[src/rtl/shift_pkg.sv]
// Shared types and helpers for the pipelined barrel shifter.
// Optional rotate support is selected with SHIFT_PIPE_ROTATE_EN (see shift_stage).
package shift_pkg;

    typedef enum logic [1:0] {
        SHIFT_SLL = 2'b00,
        SHIFT_SRL = 2'b01,
        SHIFT_SRA = 2'b10,
        SHIFT_ROR = 2'b11
    } shift_op_t;

    function automatic int shamt_w(input int width);
        return $clog2(width);
    endfunction

    localparam int DEF_WIDTH   = 32;
    localparam int DEF_TAG_W   = 5;
    localparam int DEF_SHAMT_W = shamt_w(DEF_WIDTH);

    // Bank layout at the default configuration; shift_pipe re-declares it with its own widths.
    typedef struct packed {
        logic                   vld;
        logic [DEF_WIDTH-1:0]   data;
        logic [DEF_SHAMT_W-1:0] shamt;
        shift_op_t              op;
        logic [DEF_TAG_W-1:0]   tag;
        logic                   sign;
    } shift_bank_t;

endpackage

[src/rtl/shift_stage.sv]
// One combinational shifter stage: shifts by DIST when enabled.
// The rotate wrap path exists only when SHIFT_PIPE_ROTATE_EN is defined.
module shift_stage
    import shift_pkg::*;
#(
    parameter int WIDTH = 32,
    parameter int DIST  = 1
) (
    input  logic             enable,
    input  shift_op_t        op,
    input  logic             sign,
    input  logic [WIDTH-1:0] data,
    output logic [WIDTH-1:0] shifted
);

    always_comb begin
        shifted = data;
        if (enable) begin
            case (op)
                SHIFT_SLL: shifted = data << DIST;
                SHIFT_SRL: shifted = data >> DIST;
                // sign is the operand MSB captured at input, so every stage fills consistently
                SHIFT_SRA: shifted = {{DIST{sign}}, data[WIDTH-1:DIST]};
`ifdef SHIFT_PIPE_ROTATE_EN
                SHIFT_ROR: shifted = {data[DIST-1:0], data[WIDTH-1:DIST]};
`endif
                default:   shifted = data;
            endcase
        end
    end

endmodule

[src/rtl/shift_pipe.sv]
// Pipelined barrel shifter with valid/ready on both sides and a pass-through tag.
// Rotate (op 11) is built only when SHIFT_PIPE_ROTATE_EN is defined; otherwise op 11 passes data through.
module shift_pipe
    import shift_pkg::*;
#(
    parameter int WIDTH      = 32,
    parameter int PIPE_EVERY = 2,
    parameter int TAG_W      = 5
) (
    input  logic                       clock,
    input  logic                       reset,
    input  logic                       flush,
    input  logic                       in_valid,
    output logic                       in_ready,
    input  logic [1:0]                 in_op,
    input  logic [shamt_w(WIDTH)-1:0]  in_shamt,
    input  logic [WIDTH-1:0]           in_data,
    input  logic [TAG_W-1:0]           in_tag,
    output logic                       out_valid,
    input  logic                       out_ready,
    output logic [WIDTH-1:0]           out_data,
    output logic [TAG_W-1:0]           out_tag
);

    localparam int S = shamt_w(WIDTH);
    localparam int B = (S + PIPE_EVERY - 1) / PIPE_EVERY;

    typedef struct packed {
        logic             vld;
        logic [WIDTH-1:0] data;
        logic [S-1:0]     shamt;
        shift_op_t        op;
        logic [TAG_W-1:0] tag;
        logic             sign;
    } bank_t;

    bank_t            src      [B];   // what feeds each bank's stage group
    bank_t            nxt      [B];
    bank_t            bank_q   [B];
    logic [WIDTH-1:0] stage_out[S];
    logic [WIDTH-1:0] grp_out  [B];
    logic [B-1:0]     adv;

    // A bank advances if it, or any bank downstream of it, is empty, or the consumer accepts.
    always_comb begin
        logic chain;
        chain = out_ready;
        for (int b = B - 1; b >= 0; b--) begin
            chain  = chain || !bank_q[b].vld;
            adv[b] = chain;
        end
    end

    assign in_ready = !reset && !flush && adv[0];

    always_comb begin
        src[0].vld   = in_valid && in_ready;
        src[0].data  = in_data;
        src[0].shamt = in_shamt;
        src[0].op    = shift_op_t'(in_op);
        src[0].tag   = in_tag;
        src[0].sign  = in_data[WIDTH-1];
        for (int b = 1; b < B; b++) src[b] = bank_q[b-1];
    end

    for (genvar k = 0; k < S; k++) begin : g_stage
        localparam int G = k / PIPE_EVERY;
        logic [WIDTH-1:0] din;
        if (k % PIPE_EVERY == 0) begin : g_head
            assign din = src[G].data;
        end else begin : g_body
            assign din = stage_out[k-1];
        end
        shift_stage #(.WIDTH(WIDTH), .DIST(1 << k)) u_stage (
            .enable  (src[G].shamt[k]),
            .op      (src[G].op),
            .sign    (src[G].sign),
            .data    (din),
            .shifted (stage_out[k])
        );
    end

    for (genvar b = 0; b < B; b++) begin : g_grp
        localparam int L = ((b + 1) * PIPE_EVERY > S) ? S - 1 : (b + 1) * PIPE_EVERY - 1;
        assign grp_out[b] = stage_out[L];
    end

    always_comb begin
        for (int b = 0; b < B; b++) begin
            nxt[b]      = src[b];
            nxt[b].data = grp_out[b];
        end
    end

    // Data fields load only with a valid operation, so bubbles and flushes leave them untouched.
    always_ff @(posedge clock or posedge reset) begin
        if (reset) begin
            for (int b = 0; b < B; b++) bank_q[b] <= '0;
        end else begin
            for (int b = 0; b < B; b++) begin
                if (flush)
                    bank_q[b].vld <= 1'b0;
                else if (adv[b]) begin
                    if (src[b].vld) bank_q[b] <= nxt[b];
                    else            bank_q[b].vld <= 1'b0;
                end
            end
        end
    end

    assign out_valid = bank_q[B-1].vld;
    assign out_data  = bank_q[B-1].data;
    assign out_tag   = bank_q[B-1].tag;

endmodule
[config.mk]
export PLATFORM = sky130hd
export DESIGN_NAME = shift_pipe
export DESIGN_NICKNAME = d
export VERILOG_FILES = /design/src/rtl/shift_pkg.sv /design/src/rtl/shift_stage.sv /design/src/rtl/shift_pipe.sv
export SDC_FILE = /design/constraint.sdc
export NUM_CORES = 1
export LEC_CHECK = 0
export ABC_CLOCK_PERIOD_IN_PS = 5500
export CAP_MARGIN = 10
export CORE_ASPECT_RATIO = 0.5
export CORE_UTILIZATION = 30
export CTS_CLUSTER_DIAMETER = 200
export DETAILED_ROUTE_END_ITERATION = 10
export MAX_ROUTING_LAYER = met4
export SLEW_MARGIN = 30
export SYNTH_ARGS = -nofsm -noshare
export SYNTH_HDL_FRONTEND = slang
export SYNTH_SLANG_ARGS = --single-unit
[constraint.sdc]
create_clock -name clock -period 5.5 [get_ports clock]
set_input_delay 0.825 -clock clock [delete_from_list [all_inputs] [get_ports clock]]
set_output_delay 0.825 -clock clock [all_outputs]
set_load 0.1 [all_outputs]
# ---- Word-level counts from Yosys, hierarchy flattened
# Cells that the tools add are included.
dict set report word_totals {
  ff_bits 138
  latch_bits 0
  ramBits 0
  rom_bits 0
  inputBits 49
  out_inout_bits 39
  word_cells 67
  n_memories 0
}
dict set report op_classes {
  addsub 0
  mul 0
  div_mod_pow 0
  order_cmp 0
  n_eq_ne 6
  shift 0
  n_mux 22
  n_bitwise 1
  n_reduce_logical 20
}
# op n
set ops {}
lappend ops {{one-hot mux 32 bit (3 select lines)} 5}
lappend ops {{2-to-1 mux 32 bit} 5}
lappend ops {{2-to-1 mux 46 bit} 3}
lappend ops {{2-to-1 mux 45 bit} 3}
lappend ops {{AND reduction 3 bit} 3}
lappend ops {{== test 2 x 1 -> 1 bit, second input constant} 3}
lappend ops {{== test 2 bit, second input constant} 3}
lappend ops {{zero test 2 bit} 3}
lappend ops {{2-to-1 mux 1 bit} 6}
lappend ops {{nonzero test 2 bit} 3}
lappend ops {{zero test 1 bit} 5}
lappend ops {{logical AND 1 bit} 3}
lappend ops {{logical OR 1 bit} 3}
lappend ops {{NOT 1 bit} 1}

# ---- Longest topological paths before layout
# Gate-level depths: netlist of the first run.
dict set report logic_depth {
  word_depth 9
  depth_mapped 8
  depth_no_buf 5
}

# ---- Hierarchy
# From an unflattened synthesis of the first run, not the netlist that was laid out.
dict set report hier_totals {
  cells_unflattened 1103
  hier_area_um2 10495.1
}
# mod n_inst cells_per_inst area_each_um2 seq_area_each_um2
set modules_own_cells {}
lappend modules_own_cells {shift_pipe 1 309 4933.5 3103.0}
lappend modules_own_cells {{shift_stage (g_stage[4].u_stage)} 1 171 1204.9 0.0}
lappend modules_own_cells {{shift_stage (g_stage[0].u_stage)} 1 153 1136.1 0.0}
lappend modules_own_cells {{shift_stage (g_stage[2].u_stage)} 1 160 1099.8 0.0}
lappend modules_own_cells {{shift_stage (g_stage[3].u_stage)} 1 160 1067.3 0.0}
lappend modules_own_cells {{shift_stage (g_stage[1].u_stage)} 1 150 1053.5 0.0}

# ---- Least setup slack after synthesis of the first run
# No wires, ideal clock.
dict set report synth_timing {
  path_kind {reg-to-reg}
  startpoint {reg bank_q, in the netlist out_valid}
  endpoint {reg bank_q, in the netlist g_stage[2].din[30]}
  setup_ns 0.124
  arrival_time_ns 3.373
  required_time_ns 5.376
  setup_slack_ns 2.003
  path_stages_with_launch 6
  n_path_buf 1
  synth_period_minus_slack_ns 3.497
  cell_sequence {dfrtp_1 and3b_1 a211oi_2 nand2_1 clkbuf_1 o31a_1}
}
dict set report synth_via {
  elab_chain_len 7
}
# element line_no
set synth_lines {}
lappend synth_lines {{from (decl)} shift_pipe.sv:39} ;# bank_t bank_q [B];
lappend synth_lines {{from (signal, indexed assignment)} shift_pipe.sv:104} ;# if (src[b].vld) bank_q[b] <= nxt[b];
lappend synth_lines {{zero test 1 bit} shift_pipe.sv:49} ;# chain = chain || !bank_q[b].vld;
lappend synth_lines {{logical OR 1 bit (3 in series)} shift_pipe.sv:49}
lappend synth_lines {{logical AND 1 bit} shift_pipe.sv:54} ;# assign in_ready = !reset && !flush && adv[0];
lappend synth_lines {{net in_ready} shift_pipe.sv:14} ;# output logic in_ready,
lappend synth_lines {{logical AND 1 bit} shift_pipe.sv:57} ;# src[0].vld = in_valid && in_ready;
lappend synth_lines {{AND reduction 3 bit (no line)} n/a}
# The timed path passes the listed nets, and every way through them passes these cells.
# A chain may end at the register's enable or synchronous reset.

# ---- Final worst setup path of the first run
dict set report layout_timing {
  startpoint {in out_ready}
  endpoint {out in_ready}
}
dict set report layout_via {
  elab_chain_len 4
}
# element line_no
set layout_lines {}
lappend layout_lines {{from (decl)} shift_pipe.sv:20} ;# input logic out_ready,
lappend layout_lines {{logical OR 1 bit (3 in series)} shift_pipe.sv:49}
lappend layout_lines {{logical AND 1 bit} shift_pipe.sv:54}
lappend layout_lines {{to (decl)} shift_pipe.sv:14}
# Every way passes these cells.

==> results.sh, run 1 <==
export IMPL_synth_edf_count=0
export IMPL_hp_start="bank_q[49]$_DFFE_PP0P_"
export IMPL_holdPathStages=2
export IMPL_syn_to_final_growth_pct=14.18
export IMPL_ctsResizeCount=0
export IMPL_power_density_nw_per_um2=439.3
export IMPL_cts_made_buffers=17
export IMPL_ioPinCount=88
export IMPL_r2r_start="bank_q[99]$_DFFE_PP0P_"
export IMPL_cp_max_fo=4
export IMPL_place_congestion=0.9357
export IMPL_setup_tns_ns=0
export IMPL_ys_types=61
export IMPL_wl_per_cell_um=19.69
export IMPL_timing_fmax_mhz=260.3
export IMPL_setup_viol=0
export IMPL_r2r_cells=6
export IMPL_cts_setup_buffers=0
export IMPL_layout_drive_gt1_share_pct=7.746
export IMPL_vias_per_cell=5.798
export IMPL_cts_htree_levels=4
export IMPL_run_status="finished, final reports clean"
export IMPL_fin_area_um2=10470
export IMPL_die_area_um2=31300
export IMPL_r2r_end="g_stage[4].din[21]$_DFFE_PP0P_"
export IMPL_wirelength_um=30340
export IMPL_arrival_ns=3.02
export IMPL_dp_hpwl_um=21610
export IMPL_grt_max_degree=70
export IMPL_slew_headroom_pct=31.52
export IMPL_avgSynthCellArea_um2=7.935
export IMPL_clock_skew_final_ns=0.009492
export IMPL_ctsHoldBuffers=0
export IMPL_ys_warnings_count=0
export IMPL_grt_ovfl_total=0
export IMPL_crit_chain="clkdlybuf4s50_1 > and3b_1 > a211oi_2 > clkdlybuf4s50_1"
export IMPL_cp_slowest_cell="clkdlybuf4s50_1"
export IMPL_core_area_um2=29510
export IMPL_drc=0
export IMPL_grt_first_pass_wirelength_um=47980
export IMPL_required_ns=4.68
export IMPL_yosysTopAreaCell="dfrtp_1"
export IMPL_finalCritPeriodShare_pct=69.84
export IMPL_seq_area_frac_synth_pct=33.86
export IMPL_netlist_area_um2=9165
export IMPL_rsz0062_at_grt="no"
export IMPL_drv_slew=0
export IMPL_synth_simple_area_share_pct=17.94
export IMPL_dr_total_vias=8935
export IMPL_root_buffer="clkbuf_16"
export IMPL_tightest_slew_ns=1.024
export IMPL_synth_adder_area_share_pct=0
export IMPL_path_common_cell="clkdlybuf4s50_1"
export IMPL_placedInstanceArea_um2=9887
export IMPL_antenna_left=0
export IMPL_grt_pass1_vias=8159
export IMPL_synth_compound_area_share_pct=32.83
export IMPL_port_buffer_count=87
export IMPL_endpoint_kind="output port"
export IMPL_p_leak_nw=4.200
export IMPL_num_rows=44
export IMPL_synth_top_family_by_area="compound AO/OA/AOI/OAI gates"
export IMPL_peakVddDrop_uv=222.5
export IMPL_ys_ff_latch=124
export IMPL_path_clk_slew_ns=0.06
export IMPL_grt_usage_pct=19.95
export IMPL_grt_antenna_before_repair=1
export IMPL_tritoncts="yes"
export IMPL_worst_setup_path_type="primary input to output port"
export IMPL_async_flop_share_pct=100.0
export IMPL_first_pass_iters=7
export IMPL_ys_dominant_reg_cell="dfrtp_1"
export IMPL_cap_violations=0
export IMPL_cts_sinks=124
export IMPL_synth_xor_area_share_pct=0.2730
export IMPL_ctsLongestPathBuffers=2
export IMPL_nets=1186
export IMPL_r2r_slack_ns=2.74
export IMPL_drt_iter0_markers=1156
export IMPL_hp_class="flip-flop to flip-flop"
export IMPL_start_kind="primary input"
export IMPL_synthTopCellsByArea="dfrtp_1 34%, a21oi_1 7.2%, nand2_1 6.1%"
export IMPL_start_util_pct=31.06
export IMPL_postSynthCellCount=1155
export IMPL_period_needed_ns=3.841
export IMPL_worst_skew_pair_late_latency_ns=0.43
export IMPL_synthMuxAreaShare_pct=6.061
export IMPL_hold_viol=0
export IMPL_cpPeakStageDelay_ns=1.17
export IMPL_die_y_um=125.6
export IMPL_syn_num_nets=1204
export IMPL_netlist_area_leader_share_pct=33.86
export IMPL_min_to="bank_q[49]$_DFFE_PP0P_"
export IMPL_die_width_um=249.2
-- layout make-up --
cell class	instances	area [um^2]
Antenna cell	1	2.502
Multi-Input combinational cell	870	5239
Fill cell	3063	19040
Sequential cell	124	3104
Inverter	21	81.33
Clock buffer	17	425.4
Clock inverter	14	147.6
Tap cell	391	489.2
Timing Repair Buffer	103	975.9
-- through the flow --
stage	hold WS [ns]	cells	total power, mW	worst slack (ns)	util, %
finish	0.4740	1541	4.598	1.659	35.46
global route	0.5063	1541	4.832	1.575	35.46
CTS	0.4777	1540	4.595	1.649	35.45
detailed placement	0.4621	1509	3.481	1.660	33.51
global placement	0.4577	1509	3.452	1.670	33.51
floorplan	0.4386	1155	3.048	1.376	-
-- sequential cells by signal (all words and copies together) (netlist names) --
name,cells
out_tag,5
out_valid,1
out_data,32
bank_q,22
g_stage.din,64
-- synthesized netlist by cell type, types with 21 or more instances --
cell / instances
mux2i_1: 33
clkbuf_1: 51
nor2_1: 79
buf_4: 43
dfrtp_1: 124
inv_1: 21
o22ai_1: 32
a221oi_1: 25
a21oi_1: 132
nand2_1: 148
o21ai_0: 106
nand2b_1: 38
buf_2: 38
-- critical path, delay by kind of cell --
kind | cells | cell delay (ns)
buffers and inverters | 2 | 1.65
AOI/OAI and AO/OA | 1 | 0.28
and+or+nand+nor | 1 | 0.25
-- where the power goes --
group	internal [mW]	switching (mW)	total, mW
clock	0.664	0.444	1.11
sequential	1.17	0.277	1.44
combinational	0.610	1.44	2.05
-- how the worst max path moves through the flow --
stage	slack [ns]	end	startpoint	cells after the start
2_1_floorplan	1.38	bank_q[102]$_DFFE_PP0P_	reset	1
3_3_place_gp	1.67	in_ready	out_ready	4
3_5_place_dp	1.66	in_ready	out_ready	4
4_1_cts	1.65	in_ready	out_ready	4
5_1_grt	1.58	in_ready	out_ready	4
6_report	1.66	in_ready	out_ready	4
-- kinds of logic after synthesis --
group,count (synthesis)
buf+inv,161
simple gates,353
compound gates,462
flops,124
xor+xnor,2
mux,53
-- routing by layer --
layer  global-route usage [%]  wire length, um
met1                    29.72            14960
met2                    27.42            12750
met3                    3.560             2351
met4                    4.684              280
met5                        -                0
-- cells in the final DEF, fill, tap and decap left out, types with 18 or more instances in the layout --
cell type	count
a211oi_1	18
mux2i_1	33
dfrtp_1	123
a21oi_1	132
nand2_1	147
clkdlybuf4s50_1	84
nor2_1	78
o22ai_1	32
nor2b_1	19
a22oi_1	20
inv_1	20
mux2_2	20
a221oi_1	25
o21ai_0	106
nand2b_1	38
No activity file was read; power rests on OpenSTA's default activity.
==> run 2: changes to the inputs <==
--- a/config.mk
+++ b/config.mk
@@ -5,7 +5,7 @@
 export SDC_FILE = /design/constraint.sdc
 export NUM_CORES = 1
 export LEC_CHECK = 0
-export ABC_CLOCK_PERIOD_IN_PS = 5500
+export ABC_CLOCK_PERIOD_IN_PS = 3200
 export CAP_MARGIN = 10
 export CORE_ASPECT_RATIO = 0.5
 export CORE_UTILIZATION = 30
==> constraint.sdc (replaced) <==
create_clock -name clock -period 3.2 [get_ports clock]
set_input_delay 0.48 -clock clock [delete_from_list [all_inputs] [get_ports clock]]
set_output_delay 0.48 -clock clock [all_outputs]
set_load 0.1 [all_outputs]
==> results.sh, run 2 (synthesized netlist as in run 1, its figures left out) <==
export IMPL_run_status="finished, final reports clean"
export IMPL_arrival_ns=2.93
export IMPL_nets=1209
export IMPL_port_buffer_count=87
export IMPL_worst_skew_pair_late_latency_ns=0.43
export IMPL_place_congestion=0.9565
export IMPL_finalCritPeriodShare_pct=81.03
export IMPL_ctsHoldBuffers=0
export IMPL_wirelength_um=31520
export IMPL_vias_per_cell=5.818
export IMPL_num_rows=44
export IMPL_ctsResizeCount=0
export IMPL_dp_hpwl_um=23070
export IMPL_setup_viol=0
export IMPL_root_buffer="clkbuf_16"
export IMPL_clock_skew_final_ns=0.01097
export IMPL_switching_share_pct=47.42
export IMPL_p_int_mw=4.155
export IMPL_cts_setup_buffers=0
export IMPL_period_needed_ns=2.593
export IMPL_slew_headroom_pct=33.01
export IMPL_grt_usage_pct=20.81
export IMPL_fin_area_um2=10630
export IMPL_grt_max_degree=70
export IMPL_power_density_nw_per_um2=743.7
export IMPL_first_pass_iters=7
export IMPL_drc=0
export IMPL_drt_iter0_markers=981
export IMPL_rsz0062_at_grt="no"
export IMPL_grt_ovfl_total=0
export IMPL_cts_made_buffers=17
export IMPL_whs_ns=0.4708
export IMPL_comb_power_share_pct=44.7
export IMPL_path_clk_slew_ns=0.06
export IMPL_p_clk_share_pct=23.7
export IMPL_cpPeakStageDelay_ns=0.77
export IMPL_wl_per_cell_um=20.15
export IMPL_grt_pass1_vias=8539
export IMPL_tritoncts="yes"
export IMPL_start_kind="flip-flop"
export IMPL_final_util_pct=36.01
export IMPL_placedInstanceArea_um2=10060
export IMPL_required_ns=3.54
export IMPL_seqPwrFrac_pct=31.6
export IMPL_antenna_left=0
export IMPL_setup_tns_ns=0
export IMPL_drv_slew=0
export IMPL_p_sw_mw=3.747
export IMPL_worst_setup_path_type="flip-flop to flip-flop"
export IMPL_cp_slowest_cell="dfrtp_1"
export IMPL_hold_viol=0
export IMPL_largest_reg_flops=64
export IMPL_grt_antenna_before_repair=0
export IMPL_endpoint_kind="flip-flop"
export IMPL_dr_total_vias=9100
export IMPL_cts_sinks=124
export IMPL_die_y_um=125.6
export IMPL_die_area_um2=31300
export IMPL_crit_chain="buf_4 > or2_2 > o22ai_1 > a21oi_1 > a22oi_1 > a31oi_1"
export IMPL_die_width_um=249.2
export IMPL_cts_htree_levels=4
export IMPL_cp_max_fo=19
export IMPL_cap_violations=0
export IMPL_start_util_pct=31.06
export IMPL_hp_class="flip-flop to flip-flop"
export IMPL_antenna_cells=0
export IMPL_final_common_cell="nand2_1"
export IMPL_core_area_um2=29510
export IMPL_ctsLongestPathBuffers=2
export IMPL_p_leak_nw=4.391
export IMPL_layout_drive_gt1_share_pct=12.70
export IMPL_ioPinCount=88
export IMPL_syn_to_final_growth_pct=15.93
export IMPL_fillers=3079
export IMPL_grt_first_pass_wirelength_um=50360
export IMPL_tightest_slew_ns=1.003
export IMPL_final_cell_mix="148 x nand2_1, 132 x a21oi_1, 123 x dfrtp_1"
export IMPL_timing_fmax_mhz=385.6
export IMPL_peakVddDrop_uv=400.2
-- run 2: cell types whose count changed in the layout (fill, tap and decap cells not counted), moves of 2 or more --
cell,delta
clkinv_2,-2
clkbuf_8,+2
buf_4,+55
inv_6,+4
clkinvlp_4,+2
clkinv_4,-5
clkbuf_1,+2
clkdlybuf4s50_1,-39
buf_12,+7
-- run 2: power by group through the flow --
stage	Combinational, mW	Sequential, mW	Clock, mW
global placement	3.48	2.49	0
floorplan	2.97	2.27	0
CTS	3.51	2.49	1.90
finish	3.53	2.50	1.87
global route	3.77	2.56	1.97
detailed placement	3.50	2.52	0
-- run 2: worst paths after layout --
| path | startpoint | to | slack, ns | cells past startpoint |
|---|---|---|---|---|
| worst max register to register | bank_q[98]$_DFFE_PP0P_ | g_stage[4].din[10]$_DFFE_PP0P_ | 0.61 | 6 |
| worst min register to register | bank_q[50]$_DFFE_PP0P_ | bank_q[50]$_DFFE_PP0P_ | 0.47 | 2 |
| max in group asynchronous | reset | g_stage[4].din[28]$_DFFE_PP0P_ | 1.87 | 3 |
| min in group asynchronous | reset | bank_q[137]$_DFFE_PP0P_ | 0.67 | 2 |
| worst min-delay path | bank_q[50]$_DFFE_PP0P_ | bank_q[50]$_DFFE_PP0P_ | 0.47 | 2 |
| worst max-delay path | bank_q[98]$_DFFE_PP0P_ | g_stage[4].din[10]$_DFFE_PP0P_ | 0.61 | 6 |
-- run 2: layer usage --
layer | GRT usage [%] | part of all wire, % | vias up
li1 | - | - | 4240
met1 | 31.20 | 49 | 4377
met2 | 28.66 | 42 | 444
met3 | 3.081 | 7.9 | 39
met4 | 5.338 | 1.4 | 0
met5 | - | 0 | -
-- run 2: final cells by class --
class / count / area (um^2) / area share [%]
clock buffer: 21 / 460.4 / 4.333
clock inverter: 11 / 106.4 / 1.001
timing repair buffer: 126 / 1139 / 10.72
multi-input combinational: 870 / 5244 / 49.35
tap: 391 / 489.2 / 4.604
inverter: 21 / 82.58 / 0.7772
sequential: 124 / 3104 / 29.22
-- run 2: per-stage QoR --
step	setup WS, ns	cells	total power, mW
2_1_floorplan	0.1781	1155	5.240
3_3_place_gp	0.4741	1532	5.973
3_5_place_dp	0.5119	1532	6.018
4_1_cts	0.6530	1564	7.900
5_1_grt	0.4611	1564	8.298
6_report	0.6069	1564	7.902
-- run 2: worst max-delay path, delay by kind of cell (launching register included) --
family / cells / cell delay [ns]
buf+inv: 1 / 0.32
simple gates: 1 / 0.41
flops: 1 / 0.77
compound gates: 4 / 0.99
==> run 3: changes to the inputs <==
--- a/config.mk
+++ b/config.mk
@@ -5,7 +5,7 @@
 export SDC_FILE = /design/constraint.sdc
 export NUM_CORES = 1
 export LEC_CHECK = 0
-export ABC_CLOCK_PERIOD_IN_PS = 3200
+export ABC_CLOCK_PERIOD_IN_PS = 2100
 export CAP_MARGIN = 10
 export CORE_ASPECT_RATIO = 0.5
 export CORE_UTILIZATION = 30
==> constraint.sdc (replaced) <==
create_clock -name clock -period 2.1 [get_ports clock]
set_input_delay 0.315 -clock clock [delete_from_list [all_inputs] [get_ports clock]]
set_output_delay 0.315 -clock clock [all_outputs]
set_load 0.1 [all_outputs]
==> results.sh, run 3 (synthesized netlist as in run 1, its figures left out) <==
export IMPL_grt_ovfl_total=0
export IMPL_tritoncts="yes"
export IMPL_largest_reg_flops=64
export IMPL_required_ns=2.42
export IMPL_period_needed_ns=2.032
export IMPL_setup_viol=0
export IMPL_cts_htree_levels=4
export IMPL_layout_drive_gt1_share_pct=21.16
export IMPL_drc=0
export IMPL_timing_fmax_mhz=492.0
export IMPL_cts_sinks=124
export IMPL_die_y_um=125.6
export IMPL_core_area_um2=29510
export IMPL_port_buffer_count=87
export IMPL_grt_max_degree=57
export IMPL_arrival_ns=2.35
export IMPL_cts_made_buffers=17
export IMPL_die_width_um=249.2
export IMPL_slew_headroom_pct=50.54
export IMPL_switching_share_pct=46.05
export IMPL_p_int_mw=6.790
export IMPL_run_status="finished, final reports clean"
export IMPL_p_leak_nw=4.967
export IMPL_root_buffer="clkbuf_16"
export IMPL_fillers=3057
export IMPL_ioPinCount=88
export IMPL_r2r_end="g_stage[4].din[16]$_DFFE_PP0P_"
export IMPL_cap_violations=0
export IMPL_seqPwrFrac_pct=29.7
export IMPL_grt_usage_pct=21.65
export IMPL_antenna_cells=0
export IMPL_p_sw_mw=5.796
export IMPL_dr_total_vias=9494
export IMPL_drv_slew=0
export IMPL_r2r_start="bank_q[98]$_DFFE_PP0P_"
export IMPL_worst_setup_path_type="flip-flop to flip-flop"
export IMPL_clock_skew_final_ns=0.01241
export IMPL_syn_to_final_growth_pct=26.48
export IMPL_cp_max_fo=12
export IMPL_wirelength_um=33020
export IMPL_comb_power_share_pct=46.3
export IMPL_wl_per_cell_um=19.64
export IMPL_whs_ns=0.3863
export IMPL_finalCritPeriodShare_pct=96.78
export IMPL_grt_antenna_before_repair=0
export IMPL_dp_hpwl_um=25240
export IMPL_die_area_um2=31300
export IMPL_p_clk_share_pct=24.0
export IMPL_nets=1327
export IMPL_drt_iter0_markers=1053
export IMPL_place_congestion=0.9716
export IMPL_first_pass_iters=5
export IMPL_final_cell_mix="186 x buf_4, 147 x nand2_1, 132 x a21oi_1"
export IMPL_grt_pass1_vias=9058
export IMPL_r2r_cells=8
export IMPL_start_kind="flip-flop"
export IMPL_setup_tns_ns=0
export IMPL_hp_class="primary input to asynchronous set/reset pin"
export IMPL_peakVddDrop_uv=715.5
export IMPL_start_util_pct=31.06
export IMPL_tightest_slew_ns=0.7404
export IMPL_r2r_slack_ns=0.07
export IMPL_endpoint_kind="flip-flop"
export IMPL_seq_area_um2=3108
export IMPL_rsz0062_at_grt="no"
export IMPL_final_common_cell="buf_4"
export IMPL_grt_first_pass_wirelength_um=52580
export IMPL_worst_skew_pair_late_latency_ns=0.43
export IMPL_antenna_left=0
export IMPL_hold_viol=0
export IMPL_multi_input_area_um2=5250
export IMPL_num_rows=44
export IMPL_path_clk_slew_ns=0.06
export IMPL_vias_per_cell=5.648
export IMPL_power_density_nw_per_um2=1086
export IMPL_ctsLongestPathBuffers=2
[run 3: what timing repair did]
item,in CTS,in global routing
setup buffers,0,2
gates resized for setup,1,4
endpoints found under the hold margin,0,0
hold buffers,0,0
setup endpoints to repair,1,8
[run 3: worst max path at each step]
stage	from	to	slack [ns]	depth (start not counted)
5_1_grt	bank_q[98]$_DFFE_PP0P_	g_stage[4].din[16]$_DFFE_PP0P_	0.007	8
2_1_floorplan	out_valid$_DFFE_PP0P_	g_stage[2].din[29]$_DFFE_PP0P_	-0.56	6
3_5_place_dp	out_ready	g_stage[2].din[25]$_DFFE_PP0P_	-0.13	6
4_1_cts	bank_q[98]$_DFFE_PP0P_	g_stage[4].din[16]$_DFFE_PP0P_	0.007	8
3_3_place_gp	bank_q[99]$_DFFE_PP0P_	g_stage[4].din[21]$_DFFE_PP0P_	-0.06	8
6_report	bank_q[98]$_DFFE_PP0P_	g_stage[4].din[16]$_DFFE_PP0P_	0.07	8
[run 3: cell type report]
type / instances / share of cell area, %
Sequential cell: 124 / 26.81
Clock buffer: 19 / 3.734
Clock inverter: 12 / 1.414
Tap cell: 391 / 4.220
Multi-Input combinational cell: 870 / 45.29
Inverter: 21 / 0.7447
Timing Repair Buffer: 244 / 17.79
[run 3: stage by stage]
stage,instances,worst slack [ns],power [mW],util (%),instance area (um^2)
after floorplan,1155,-0.5609,7.988,-,9203
after global placement,1648,-0.06262,9.455,37.18,10970
after detailed placement,1648,-0.1257,9.528,37.18,10970
after CTS,1679,0.006676,12.57,39.20,11570
after global routing,1681,0.006634,13.18,39.29,11590
final,1681,0.06756,12.59,39.29,11590
[run 3: worst max-delay path: stages, from the launching register on]
cell and delay (ns):
dfrtp_2 0.50, buf_4 0.19, buf_4 0.18, inv_1 0.16, buf_4 0.19, nor2_1 0.07, o211ai_1 0.27, o21ai_0 0.16
a21o_1 0.20
[run 3: power by group through the flow]
stage	clock network, mW	logic, mW	registers, mW
after floorplan	0	4.53	3.46
after global placement	0	5.71	3.74
after detailed placement	0	5.75	3.78
after CTS	3.06	5.77	3.74
after global routing	3.16	6.20	3.83
final	3.02	5.82	3.74
[run 3: routing by layer]
metal	track usage, %	up-vias	wire, um	part of all wire, %
met5	-	-	0	0
met4	5.301	0	464	1.4
met3	2.873	34	1674	5.1
met2	31.15	373	14090	43
met1	31.70	4611	16790	51
li1	-	4476	-	-
